`config.mk`:
```
export PLATFORM = sky130hd
export DESIGN_NAME = johnson_counter_flat
export DESIGN_NICKNAME = d
export VERILOG_FILES = /design/src/rtl/johnson_counter_pkg.sv /design/src/rtl/johnson_counter_if.sv /design/src/rtl/johnson_counter_decode.sv /design/src/rtl/johnson_counter.sv /design/src/flat_wrapper.sv
export SDC_FILE = /design/constraint.sdc
export NUM_CORES = 1
export LEC_CHECK = 0
export CORE_MARGIN = 3
export CORE_UTILIZATION = 43
export DETAILED_ROUTE_END_ITERATION = 10
export PLACE_DENSITY = 0.73
export SLEW_MARGIN = 20
export SYNTH_ARGS = -nofsm -noshare
export SYNTH_HDL_FRONTEND = slang
export SYNTH_SLANG_ARGS = --single-unit
```
`constraint.sdc`:
```
create_clock -name clk -period 3.51 [get_ports clk]
set_clock_uncertainty 0.15 [all_clocks]
set_input_delay 0.351 -clock clk [delete_from_list [all_inputs] [get_ports clk]]
set_output_delay 0.351 -clock clk [all_outputs]
set_load 0.01 [all_outputs]
```
`src/rtl/johnson_counter_pkg.sv`:
```
// Shared sizing helpers for the Johnson counter slice.
// Used by the interface, decoder and top so all phase buses agree on width.
package johnson_counter_pkg;

  localparam int WIDTH_MIN = 2;
  localparam int WIDTH_MAX = 64;

  function automatic int phase_w(input int width);
    return $clog2(2 * width);
  endfunction

endpackage

```
`src/rtl/johnson_counter_if.sv`:
```
// Output bundle of the Johnson counter: code, decoded phase, wrap and illegal flags.
interface johnson_counter_if #(
  parameter int WIDTH_REG = 8
);
  import johnson_counter_pkg::*;

  localparam int PHASE_W = phase_w(WIDTH_REG);

  logic [WIDTH_REG-1:0] out;
  logic [PHASE_W-1:0]   phase;
  logic                 wrap;
  logic                 illegal;

  modport master (
    output out,
    output phase,
    output wrap,
    output illegal
  );

  modport slave (
    input out,
    input phase,
    input wrap,
    input illegal
  );

endinterface

```
`src/rtl/johnson_counter_decode.sv`:
```
// Combinational decode of a Johnson code into phase index, wrap and illegal flags.
module johnson_decode
  import johnson_counter_pkg::*;
#(
  parameter int WIDTH_REG = 8
) (
  input  logic [WIDTH_REG-1:0]               code,
  output logic [phase_w(WIDTH_REG)-1:0]      phase,
  output logic                               wrap,
  output logic                               illegal
);

  localparam int PHASE_W = phase_w(WIDTH_REG);
  localparam logic [WIDTH_REG-1:0] TERM_CODE = {1'b1, {(WIDTH_REG-1){1'b0}}};

  logic [PHASE_W-1:0] ones;
  logic [PHASE_W-1:0] edges;

  always_comb begin
    ones  = '0;
    edges = '0;
    for (int i = 0; i < WIDTH_REG; i++) begin
      ones = ones + PHASE_W'(code[i]);
    end
    // A legal code has at most one boundary between its run of 1s and run of 0s
    for (int i = 0; i < WIDTH_REG - 1; i++) begin
      edges = edges + PHASE_W'(code[i+1] ^ code[i]);
    end
  end

  always_comb begin
    illegal = (edges > PHASE_W'(1));
    phase   = '0;
    if (!illegal) begin
      if (code[0]) begin
        phase = ones;
      end else if (code[WIDTH_REG-1]) begin
        // Modular subtraction keeps this exact even when 2*WIDTH_REG is a power of two
        phase = PHASE_W'(2 * WIDTH_REG) - ones;
      end
    end
    wrap = !illegal && (code == TERM_CODE);
  end

endmodule

```
`src/rtl/johnson_counter.sv`:
```
// Johnson (twisted-ring) counter with phase decode and one-clock illegal-state recovery.
module johnson_counter
  import johnson_counter_pkg::*;
#(
  parameter int WIDTH_REG = 8
) (
  input  logic              clk,
  input  logic              n_rst,
  johnson_counter_if.master cnt
);

  localparam int PHASE_W = phase_w(WIDTH_REG);

  if (WIDTH_REG < WIDTH_MIN || WIDTH_REG > WIDTH_MAX) begin : g_width_chk
    $error("johnson_counter: WIDTH_REG out of range 2..64");
  end

  logic [WIDTH_REG-1:0] cnt_q;
  logic [WIDTH_REG-1:0] cnt_d;
  logic [PHASE_W-1:0]   phase;
  logic                 wrap;
  logic                 illegal;

  johnson_decode #(
    .WIDTH_REG (WIDTH_REG)
  ) u_decode (
    .code    (cnt_q),
    .phase   (phase),
    .wrap    (wrap),
    .illegal (illegal)
  );

  // An upset code is cleared rather than shifted, so the ring is legal again next cycle
  always_comb begin
    cnt_d = {cnt_q[WIDTH_REG-2:0], ~cnt_q[WIDTH_REG-1]};
    if (illegal) begin
      cnt_d = '0;
    end
  end

  // n_rst is active-high despite its name
  always_ff @(posedge clk) begin
    if (n_rst) begin
      cnt_q <= '0;
    end else begin
      cnt_q <= cnt_d;
    end
  end

  assign cnt.out     = cnt_q;
  assign cnt.phase   = phase;
  assign cnt.wrap    = wrap;
  assign cnt.illegal = illegal;

endmodule

```
`src/flat_wrapper.sv`:
```
// flat-port wrapper written by rule: the top's interface ports become plain ports
module johnson_counter_flat import johnson_counter_pkg::*;
#(
  parameter int WIDTH_REG = 8
)
  (clk, n_rst, cnt_out, cnt_phase, cnt_wrap, cnt_illegal);
  johnson_counter_if #(.WIDTH_REG(WIDTH_REG)) cnt_i ();
  input  logic clk;
  input  logic n_rst;
  output wire logic [$bits(cnt_i.out)-1:0] cnt_out;
  output wire logic [$bits(cnt_i.phase)-1:0] cnt_phase;
  output wire logic [$bits(cnt_i.wrap)-1:0] cnt_wrap;
  output wire logic [$bits(cnt_i.illegal)-1:0] cnt_illegal;
  assign cnt_out = cnt_i.out;
  assign cnt_phase = cnt_i.phase;
  assign cnt_wrap = cnt_i.wrap;
  assign cnt_illegal = cnt_i.illegal;
  johnson_counter #(.WIDTH_REG(WIDTH_REG)) u_core (.clk(clk), .n_rst(n_rst), .cnt(cnt_i));
endmodule
```
# Yosys cells after proc, flatten, opt, wreduce, memory -nomap -nowiden
# Cells that the tools add are included.
# word_totals
regBits,8
inputBits,2
output_inout_bits,14
word_cells,31
# classes
n_addsub,14
order_cmp,1
eq_ne,1
n_mux,3
n_bitwise,8
reduce_logical,3
# op_table
op,n
4-bit by 1-bit adder with 4-bit output,7
4-bit two-way mux,3
3-bit by 1-bit adder with 4-bit output,2
8-bit equality test (second input constant),1
1-bit XOR,7
2-bit by 1-bit adder with 3-bit output,2
1-bit by 1-bit adder with 2-bit output,2
4-bit by 1-bit greater-than comparator with 1-bit output (second input constant),1
1-bit by 4-bit subtractor with 4-bit output (first input constant),1
2-bit OR reduction,1
1-bit logical AND,1
1-bit zero test,1
1-bit NOT,1

# Depth between registers and ports, before layout
# logic_depth
depth_word,11
ltp_mapped,13
depth_no_buf,12

# Modules after synthesis
# From an unflattened synthesis, not the netlist that was laid out.
# unflattened
cells_unflattened,77
area_unflattened_um2,764.5
# by_module_without_submodules
mod,instances,cells_each,area_each_um2,seq_area_each_um2
johnson_decode,1,59,484.2,0.0
johnson_counter,1,18,280.3,160.2

# Worst setup path before layout
# No wires, ideal clock.
# synth_path
path_kind,reg-to-output
start,register u_core.cnt_q[0] (netlist: u_core.cnt.out[0])
end,output cnt_phase[1]
arrival_time_ps,3379
required_ps,3009
path_slack_ps,-370
path_stages_with_launch,13
n_path_buf,1
path_cell_list,dfxtp_1 -> buf_6 -> inv_1 -> fa_1 -> fa_1 -> fa_1 -> inv_1 -> ha_1 -> inv_1 -> fa_1 -> ha_1 -> nor2_1 -> a211oi_1
# synth_via
elab_chain_cells,11
word_cells_on_any_way,19
cone_classes,add/sub: 14; order compare: 1; mux: 3; bitwise: 1
# synth_rtl
item,line,text
from (decl),johnson_counter.sv:18,logic [WIDTH_REG-1:0] cnt_q;
from (signal assigned),johnson_counter.sv:46,cnt_q <= cnt_d;
1-bit by 1-bit adder with 2-bit output,johnson_counter_decode.sv:23,ones = ones + PHASE_W'(code[i]);
2-bit by 1-bit adder with 3-bit output,johnson_counter_decode.sv:23,
3-bit by 1-bit adder with 4-bit output,johnson_counter_decode.sv:23,
4-bit by 1-bit adder with 4-bit output (4 in a row),johnson_counter_decode.sv:23,
1-bit by 4-bit subtractor with 4-bit output,johnson_counter_decode.sv:39,phase = PHASE_W'(2 * WIDTH_REG) - ones;
4-bit two-way mux,johnson_counter_decode.sv:37,end else if (code[WIDTH_REG-1]) begin
4-bit two-way mux,johnson_counter_decode.sv:35,if (code[0]) begin
4-bit two-way mux *,johnson_counter_decode.sv:34,if (!illegal) begin
to (decl),flat_wrapper.sv:11,output wire logic [$bits(cnt_i.phase)-1:0] cnt_phase;
# Mark *: on every way between the ends. The rest lies on a longest branch, timed or not.

# Final worst setup path
# layout_path
start,register u_core.cnt_q[0] (netlist: u_core.cnt.out[0])
end,output cnt_phase[3]
# Same word-level chain as after synthesis.

==> results by group <==
Outcome
  – Status: finished, violations left
  – Failing checks: setup timing

Worst setup path
  – Reg-to-Reg Start: u_core.cnt.out[3]
  – Critical Path Start Type: flip-flop
  – Worst EP required: about 3000 ps
  – Most used cell, CP: fa_1
  – CP Max Fanout: 3
  – CP Class: reg2out
  – Cell family with the largest share of critical-path delay: adder cells
  – CP bufs+invs: 4
  – Worst path max stage delay: ~580 ps
  – CP endpoint kind: output port
  – Crit-path cells: inv_2 -> fa_1 -> fa_1 -> fa_1 -> inv_1 -> ha_2 -> inv_2 -> fa_2 -> nand2b_1 -> o21ai_1 -> mux2i_1 -> buf_2
  – Setup crit start: u_core.cnt.out[0]
  – Slowest-stage cell, CP: fa_1
  – Crit path DAT: between 3000 and 4000 ps

Floorplan
  – Die H: roughly 46 microns
  – I/O Pins: 16
  – Die area: 0.00212 sq mm
  – Placeable Area: 0.00140 sq mm
  – Initial core utilization: 49.2%
  – Row count: 13
  – Die width: around 46 microns

Timing
  – Final Hold Fails: 0
  – Post-route minimum period: between 3000 and 4000 ps
  – Final setup viols: 6
  – Max Freq: about 0.25 GHz
  – PnR worst setup slack: -489 ps
  – Slew margin rel.: around two thirds
  – RSZ-0062 raised after global routing: true
  – Fin. max-slew vios: 0
  – Slew @ Worst Pin: about 520 ps
  – Final period utilization: 114%

Route
  – DRT iter0 DRCs: 12
  – Met3 wire len: 153 microns
  – Top sig layer: met4
  – Final wirelength: between 2 and 2.5 mm
  – Via density: approximately 5.2
  – DR WL/cell: about 15 microns
  – M1 WL: about 840 microns
  – Via count: between 600 and 700
  – Drt pass-1 iters: 4
  – Met2 wire len: 1.03 mm
  – Residual DRC count: 0
  – Antenna-violating nets left: 0

Synth
  – Gate Count Post-Synth: 76
  – Synth warn: 0
  – Register area share after synthesis: between 20% and 30%
  – Net Count, Synth: between 90 and 100
  – Synth cell types: 21
  – Syn_area_per_cell: between 9 and 10 sq um
  – Post-Syn Area: between 600 and 700 sq um
  – Synth Register Bits: 8

Layout
  – Area grow syn2layout: 68.5%
  – Commonest cells after routing, fill and taps aside: buf_4 (22), inv_1 (13), clkdlybuf4s50_1 (9)
  – Layout net count: between 100 and 150
  – Final Cell Area: 0.00116 sq mm
  – Max FFs per register: 8
  – Commonest non-fill, non-tap cell in the layout: buf_4
  – Antenna cells: 0
  – Layout cells sized above 1: 50.8%

Clocking
  – CTS clock-pin slew for the worst setup and hold paths: around 60 ps
  – TritonCTS clock tree: done
  – CTS Root Cell: clkbuf_4
  – CTS Hold Bufs: 0
  – Clock buffer depth: 2
  – Num CTS Buffers: 3
  – CTS sink count: 8
  – Clk_lat worst skew: ~260 ps
  – Number of H-tree branching levels: 1

GRT
  – Grt ovf: 0
  – First-pass GRT wire length: roughly 3 mm
  – All-layer global routing usage: about a fifth
  – Vias in the first global route: slightly below 700
  – Initial antenna violation count: 0
  – Largest net degree at the start of global routing: 9

Worst hold path
  – Hold Crit Class: reg2reg
  – HP Start: u_core.cnt.out[6]

Placed design
  – Placement Cell Area: slightly above 0.001 sq mm
  – Placer Congestion: about 0.86
  – Post-DP HPWL: 1.39 mm
  – Number of port buffers: 15
  – DP Worst Slack: -683 ps

Pwr
  – Peak VDD IR: ~0.51 mV
  – Lkg Pwr: 0.569 nW
  – Power Dens Cells: around 1100 mW/mm^2
  – Overall Power: ~1.3 mW

Run
  – Max-Cap Viols: 0
## routing by layer
metal  global-route usage (%)  vias to the layer above
met2                     32.4                       34
met3                     7.51                        6
li1                         -                      325
met1                     25.4                      327
met5                        0                        -
met4                     11.9                        0
## area by class of cell
| class | count | area [sq um] |
|---|---|---|
| multi-input combinational | 48 | 539 |
| fill | 81 | 239 |
| sequential | 8 | 164 |
| timing repair buffer | 41 | 343 |
| clock buffer | 3 | 22.5 |
| inverter | 18 | 72.6 |
| tap | 15 | 18.8 |
## Yosys cell counts
cell type / number / area [sq um]
a21o_1: 2 / 15.0
or4b_1: 1 / 10.0
buf_6: 1 / 11.3
clkbuf_1: 1 / 3.75
nand4_1: 1 / 6.26
o221ai_1: 1 / 8.76
ha_1: 10 / 125
nor3_1: 8 / 40.0
xor2_1: 4 / 35.0
nand2b_1: 1 / 6.26
a21oi_1: 1 / 5.00
mux2i_1: 1 / 10.0
clkinv_1: 1 / 3.75
fa_1: 6 / 120
nor2_1: 6 / 22.5
a211oi_1: 1 / 7.51
nor2_2: 1 / 6.26
dfxtp_1: 8 / 160
inv_1: 17 / 63.8
xnor2_1: 2 / 17.5
o21ai_0: 2 / 10.0
## through the flow
step,utilization (%),hold WS [ps],setup TNS (ps),cells
2_1_floorplan,-,399,-697,76
3_3_place_gp,71.9,408,-2770,125
3_5_place_dp,71.9,438,-3050,125
4_1_cts,78.5,435,-2290,132
5_1_grt,82.9,469,-2940,133
6_report,82.9,448,-2330,133
## timing repair
action,CTS,global route
endpoints found under the setup margin,6,13
gates resized for setup,42,15
pin swaps,8,6
buffers inserted,4,1
## logic make-up (layout without fill, tap and decap cells)
group	Yosys count	in the layout	synth area share (%)
AOI/OAI and AO/OA	7	7	6.73
xor gates and xnor gates	6	6	7.64
adders and majority gates	16	16	35.6
buffers and inverters	20	62	12.0
DFF	8	8	23.3
muxes	1	1	1.45
and+or+nand+nor	18	18	13.3
## final timing paths
kind / end / slack, ps / depth (start not counted)
setup / recovery: cnt_phase[3] / -490 / 12
hold reg to reg: u_core.cnt.out[7] / 450 / 3
hold / removal: u_core.cnt.out[7] / 450 / 3
setup reg to reg: u_core.cnt.out[3] / 80 / 15
## worst reg2reg max path, stage by stage (launching register included)
cell      delay [ps]
dfxtp_2          330
buf_6            120
xor2_1           160
ha_1             330
fa_1             470
ha_1             280
a21o_1           190
fa_1             440
nor2_2           130
buf_4            120
buf_4            100
buf_6            100
clkinv_4          60
buf_6            110
buf_6            140
nor3_4           120
## where the power goes
group	internal [mW]	leakage, nW	switching (mW)
logic	0.555	0.489	0.511
registers	0.114	0.0661	0.0166
clock network	0.0393	0.0138	0.0343
Power figures use the tool's default switching activity.
